File: config.mk
export PLATFORM = sky130hd
export DESIGN_NAME = pgm_rom_port
export DESIGN_NICKNAME = d
export VERILOG_FILES = /design/src/rtl/pgm_bus_pkg.sv /design/src/rtl/pgm_sync_bit.sv /design/src/rtl/pgm_rom_port.sv
export SDC_FILE = /design/constraint.sdc
export NUM_CORES = 1
export LEC_CHECK = 0
export ABC_AREA = 1
export BUFFER_PORTS_ARGS = -buffer_cell sky130_fd_sc_hd__buf_4
export CORE_MARGIN = 2
export CORE_UTILIZATION = 55
export DETAILED_ROUTE_END_ITERATION = 8
export MAX_ROUTING_LAYER = met4
export PLACE_DENSITY = 0.9
export SLEW_MARGIN = 15
export SYNTH_ARGS = -nofsm -noshare
export SYNTH_HDL_FRONTEND = slang
export SYNTH_SLANG_ARGS = --single-unit
export TNS_END_PERCENT = 100
File: constraint.sdc
create_clock -name fixed_20m_clk -period 1.97 [get_ports fixed_20m_clk]
set_input_delay 0.197 -clock fixed_20m_clk [delete_from_list [all_inputs] [get_ports fixed_20m_clk]]
set_output_delay 0.197 -clock fixed_20m_clk [all_outputs]
set_load 0.03 [all_outputs]
File: src/rtl/pgm_bus_pkg.sv
// Shared types and helpers for the 68k program-ROM port: FSM states,
// ROM window bounds and line/word address helpers.
package pgm_bus_pkg;

    typedef enum logic [2:0] {
        IDLE,
        REQ,
        REL,
        ACK,
        DRAIN
    } pgm_state_t;

    localparam logic [23:0] PGM_ROM_BASE = 24'h000000;
    localparam logic [23:0] PGM_ROM_TOP  = 24'h3FFFFF;

    // 16-bit word of a 64-bit line; word 0 is the lowest byte address.
    function automatic logic [15:0] line_word(input logic [63:0] line, input logic [1:0] sel);
        logic [15:0] w;
        case (sel)
            2'd0:    w = line[15:0];
            2'd1:    w = line[31:16];
            2'd2:    w = line[47:32];
            default: w = line[63:48];
        endcase
        return w;
    endfunction

    // Line address (byte bits [23:3]) of a 68k word address folded into the ROM window.
    function automatic logic [20:0] rom_line(input logic [22:0] adr);
        logic [23:0] off;
        off = ({adr, 1'b0} - PGM_ROM_BASE) & (PGM_ROM_TOP - PGM_ROM_BASE);
        return 21'(off >> 3);
    endfunction

endpackage

File: src/rtl/pgm_sync_bit.sv
// Level synchronizer: STAGES flops deep, reset to RST_VAL so a level that may
// still be high from before reset is treated as high until proven otherwise.
module pgm_sync_bit #(
    parameter int   STAGES  = 2,
    parameter logic RST_VAL = 1'b0
) (
    input  logic fixed_20m_clk,
    input  logic reset,
    input  logic d_i,
    output logic q_o
);

    logic [STAGES-1:0] sync_q;

    always_ff @(posedge fixed_20m_clk) begin
        if (reset) begin
            sync_q <= {STAGES{RST_VAL}};
        end else begin
            sync_q <= {sync_q[STAGES-2:0], d_i};
        end
    end

    assign q_o = sync_q[STAGES-1];

endmodule

File: src/rtl/pgm_rom_port.sv
// 68k BIOS/P-ROM read responder with a one-line buffer fed by a req/ack
// handshake to the SDRAM arbiter. Define PGM_ROM_LINE_CACHE_EN to enable line hits.
module pgm_rom_port
    import pgm_bus_pkg::*;
#(
    parameter int SYNC_STAGES = 2,
    parameter int LINE_AW     = 21
) (
    input  logic               fixed_20m_clk,
    input  logic               reset,
    input  logic               cpu_as_n,
    input  logic               cpu_rw_n,
    input  logic               cpu_sel,
    input  logic [22:0]        cpu_adr,
    output logic [15:0]        cpu_din,
    output logic               cpu_dtack_n,
    input  logic               flush,
    output logic               mem_req,
    output logic [LINE_AW-1:0] mem_addr,
    input  logic               mem_ack,
    input  logic [63:0]        mem_data,
    output logic               busy
);

    pgm_state_t         state_q, state_d;
    logic               dtack_n_q, dtack_n_d;
    logic [15:0]        din_q, din_d;
    logic               mem_req_q, mem_req_d;
    logic [LINE_AW-1:0] mem_addr_q, mem_addr_d;
    logic [63:0]        line_q, line_d;
    logic               served_q, served_d;
    logic               write_q, write_d;

    logic               ack_s;
    logic               start;
    logic               hit;
    logic               capture;
    logic [LINE_AW-1:0] req_line;

    pgm_sync_bit #(
        .STAGES  (SYNC_STAGES),
        .RST_VAL (1'b1)
    ) u_ack_sync (
        .fixed_20m_clk (fixed_20m_clk),
        .reset         (reset),
        .d_i           (mem_ack),
        .q_o           (ack_s)
    );

    assign req_line = rom_line(cpu_adr);
    assign start    = !cpu_as_n && cpu_sel && (state_q == IDLE) && !served_q;
    assign capture  = (state_q == REQ) && ack_s;

`ifdef PGM_ROM_LINE_CACHE_EN
    logic               line_valid_q, line_valid_d;
    logic [LINE_AW-1:0] tag_q, tag_d;

    // flush is applied last so it beats a capture in the same cycle
    always_comb begin
        line_valid_d = line_valid_q;
        tag_d        = tag_q;
        if (capture) begin
            line_valid_d = 1'b1;
            tag_d        = mem_addr_q;
        end
        if (flush) begin
            line_valid_d = 1'b0;
        end
    end

    always_ff @(posedge fixed_20m_clk) begin
        if (reset) begin
            line_valid_q <= 1'b0;
            tag_q        <= '0;
        end else begin
            line_valid_q <= line_valid_d;
            tag_q        <= tag_d;
        end
    end

    assign hit = line_valid_q && (tag_q == req_line);
`else
    logic unused_flush;
    assign unused_flush = flush;
    assign hit          = 1'b0;
`endif

    always_comb begin
        state_d    = state_q;
        dtack_n_d  = dtack_n_q;
        din_d      = din_q;
        mem_req_d  = mem_req_q;
        mem_addr_d = mem_addr_q;
        line_d     = line_q;
        served_d   = served_q;
        write_d    = write_q;

        if (cpu_as_n) begin
            served_d = 1'b0;
        end

        case (state_q)
            IDLE: begin
                if (start) begin
                    write_d = !cpu_rw_n;
                    if (!cpu_rw_n || hit) begin
                        state_d = ACK;
                    end else if (!ack_s) begin
                        mem_addr_d = req_line;
                        mem_req_d  = 1'b1;
                        state_d    = REQ;
                    end
                end
            end
            REQ: begin
                if (capture) begin
                    line_d    = mem_data;
                    mem_req_d = 1'b0;
                    state_d   = REL;
                end
            end
            REL: begin
                // an abandoned strobe still keeps the freshly captured line
                if (!ack_s) begin
                    state_d = cpu_as_n ? IDLE : ACK;
                end
            end
            ACK: begin
                if (cpu_as_n) begin
                    dtack_n_d = 1'b1;
                    din_d     = 16'hFFFF;
                    state_d   = IDLE;
                end else begin
                    dtack_n_d = 1'b0;
                    din_d     = write_q ? 16'hFFFF : line_word(line_q, cpu_adr[1:0]);
                    served_d  = 1'b1;
                end
            end
            DRAIN: begin
                mem_req_d = 1'b0;
                if (!ack_s) begin
                    state_d = IDLE;
                end
            end
            default: begin
                state_d = DRAIN;
            end
        endcase
    end

    always_ff @(posedge fixed_20m_clk) begin
        if (reset) begin
            state_q    <= DRAIN;
            dtack_n_q  <= 1'b1;
            din_q      <= 16'hFFFF;
            mem_req_q  <= 1'b0;
            mem_addr_q <= '0;
            line_q     <= '0;
            served_q   <= 1'b0;
            write_q    <= 1'b0;
        end else begin
            state_q    <= state_d;
            dtack_n_q  <= dtack_n_d;
            din_q      <= din_d;
            mem_req_q  <= mem_req_d;
            mem_addr_q <= mem_addr_d;
            line_q     <= line_d;
            served_q   <= served_d;
            write_q    <= write_d;
        end
    end

    assign cpu_din     = din_q;
    assign cpu_dtack_n = dtack_n_q;
    assign mem_req     = mem_req_q;
    assign mem_addr    = mem_addr_q;
    assign busy        = (state_q != IDLE);

endmodule

==> reports/metrics.yaml <==
timing:
  holdWs_ns: 0.02393
  worstMarginPinSlew_ns: 0.5177
  clock.fmax_mhz: 613.1
  finClkSkew_ns: 0.01198
  setup-violations-final: 0
  finalWorstSetupSlack_ns: 0.3390
  post-route-min-period_ns: 1.631
  finalSetupTns_ns: 0
  finalHoldViolations: 0
  grt_setup_unrepaired: "no"
  maxSlewHeadroom_pct: 65.40
  period_share_pct: 82.79
  drv_slew: 0
critical_path:
  slowest_stage: "dfxtp_1"
  critPathTopFamily: "simple AND/OR/NAND/NOR gates"
  crit_fanout: 38
  path_buf_inv: 1
  r2r_setup_slack_ns: 0.34
  r2r_cells: 7
  path_depth: 7
  path_class: "reg -> reg"
  cp-start-kind: "flip-flop"
  cp-end-kind: "flip-flop"
  critical_path_required_ns: 2.23
  critPathArrivalTime_ns: 1.89
  slowest_delay_ns: 0.39
  crit_chain: "nor2_2 -> nand2_2 -> nor2_4 -> nand3_2 -> buf_4 -> o21ai_0 -> a21oi_1"
grt:
  overflow: 0
  grt_max_degree: 97
  grt_pass1_vias: 4044
  antenna_found_initial: 0
  grt_use_total_pct: 27.71
  grt_pass1_wl_mm: 18.79
die:
  initial_core_util_pct: 57.01
  die_w_um: 93.73
  coreArea_mm2: 0.007767
  fp.dieArea_mm2: 0.008784
  boundaryPins: 134
  die_height_um: 93.73
  rows: 32
finish:
  fin_cells: 786
  diodes: 0
  final_cell_area_mm2: 0.005580
  syn2layout_area_growth_pct: 26.02
  nNetsFinal: 773
  drive_gt1_share_pct: 26.32
  utilization_pct: 71.84
yosys:
  synth_area_leaders: "dfxtp_1 (49%), a21oi_1 (8.5%), nand2_1 (8.2%)"
  ys_ff_latch: 108
  ys_types: 29
  netlist.area_leader.share_pct: 48.83
  syn_area_mm2: 0.004428
  yosysSeqAreaShare_pct: 48.83
  synth_area_leader_cell: "dfxtp_1"
  synthCells: 570
  yosys_warnings: 0
  avgSynthCellArea_um2: 7.768
placed_design:
  dp_cells: 769
  port_buffers: 128
  dp_hpwl_mm: 8.169
  place_congestion: 0.9272
  pre_cts_ws_ns: 0.3567
  placed_cell_area_mm2: 0.005373
clocking:
  cts-root-buf: "clkbuf_8"
  cts_buffer_depth: 2
  cts_tree: "built"
  clk_pin_slew_ns: 0.10
  cts_buffers: 9
  worstSkewPairLatency_ns: 0.38
  post_cts_buffers: 0
  ctsHoldBuffers: 1
  cts.sinks: 108
  h-tree-depth: 3
  postCtsResizedCells: 0
detailed_routing:
  drc: 0
  final_antenna_net_count: 0
  wirelength_mm: 11.43
  drt_iter0_markers: 273
  via_count: 4195
  wl_per_cell_um: 14.54
  viasPerCell: 5.337
  drt_pass1_iterations: 5
min_path:
  hold_class: "in -> reg"
  hold-path-cell-count: 2
power:
  power_leakage_nw: 2.170
  p_per_area_mw_per_mm2: 786.0
  power.total_mw: 4.386
  vdd_drop_max_mv: 0.6602
status:
  status: "completed"
run:
  cap_violations: 0
## final cells by class
| type | count | area (um^2) |
|---|---|---|
| repair buffers | 137 | 1056 |
| clock inverters | 6 | 70.07 |
| fillers | 613 | 2187 |
| well taps | 102 | 127.6 |
| clock buffers | 10 | 127.6 |
| flip-flops and latches | 108 | 2162 |
| inverters | 62 | 232.7 |
| multi-input cells | 361 | 1804 |
## cell families after synthesis
family / synth area share [%]
AO/OA/AOI/OAI: 23.54
AND/OR/NAND/NOR: 17.04
flip-flops: 48.83
buffers and inverters: 10.51
other: 0.08469
## power breakdown
| group | switching (mW) | internal, mW |
|---|---|---|
| Combinational | 0.395 | 0.286 |
| Clock | 0.768 | 0.603 |
| Sequential | 0.0695 | 2.27 |
## registers in the layout, summed over array words and instances, names as in the netlist
signal and count:
mem_addr 19, u_ack_sync.sync_q 2, write_q 1, cpu_din 16
served_q 1, state_q 3, line_q 64, cpu_dtack_n 1
mem_req 1
## path summary, 6_finish.rpt
path / end / startpoint
worst max-delay path: mem_addr[7]$_SDFFE_PP0P_ / state_q[1]$_SDFFE_PP0P_
worst min-delay path: write_q$_SDFFE_PP0P_ / cpu_rw_n
worst max register to register: mem_addr[7]$_SDFFE_PP0P_ / state_q[1]$_SDFFE_PP0P_
worst min register to register: u_ack_sync.sync_q[1]$_SDFF_PP1_ / u_ack_sync.sync_q[0]$_SDFF_PP1_
## routing by layer
| metal | GRT usage, % | vias up | routed length (um) |
|---|---|---|---|
| li1 | - | 2100 | - |
| met3 | 3.371 | 15 | 634 |
| met1 | 33.93 | 1934 | 4686 |
| met4 | 8.696 | 0 | 204 |
| met2 | 47.92 | 146 | 5904 |
| met5 | - | - | 0 |
## cell usage after synthesis, drive strengths merged
library cell	n
dfxtp	108
nand2	102
a21oi	85
o21ai	74
inv	61
nand3	37
nor2	22
buf	21
clkbuf	19
o22ai	16
o211ai	13
or2	6
nand4	3
clkinv	1
conb	1
o31ai	1
## cells in the final DEF (no fill, tap or decap), types with 16 or more instances in the layout
cell type    n
buf_4      134
dfxtp_1    108
nand2_1     97
a21oi_1     75
inv_1       59
o21ai_0     57
nand3_1     36
nor2_1      18
o21ai_1     16
o22ai_1     16
No activity file was read; power rests on OpenSTA's default activity.
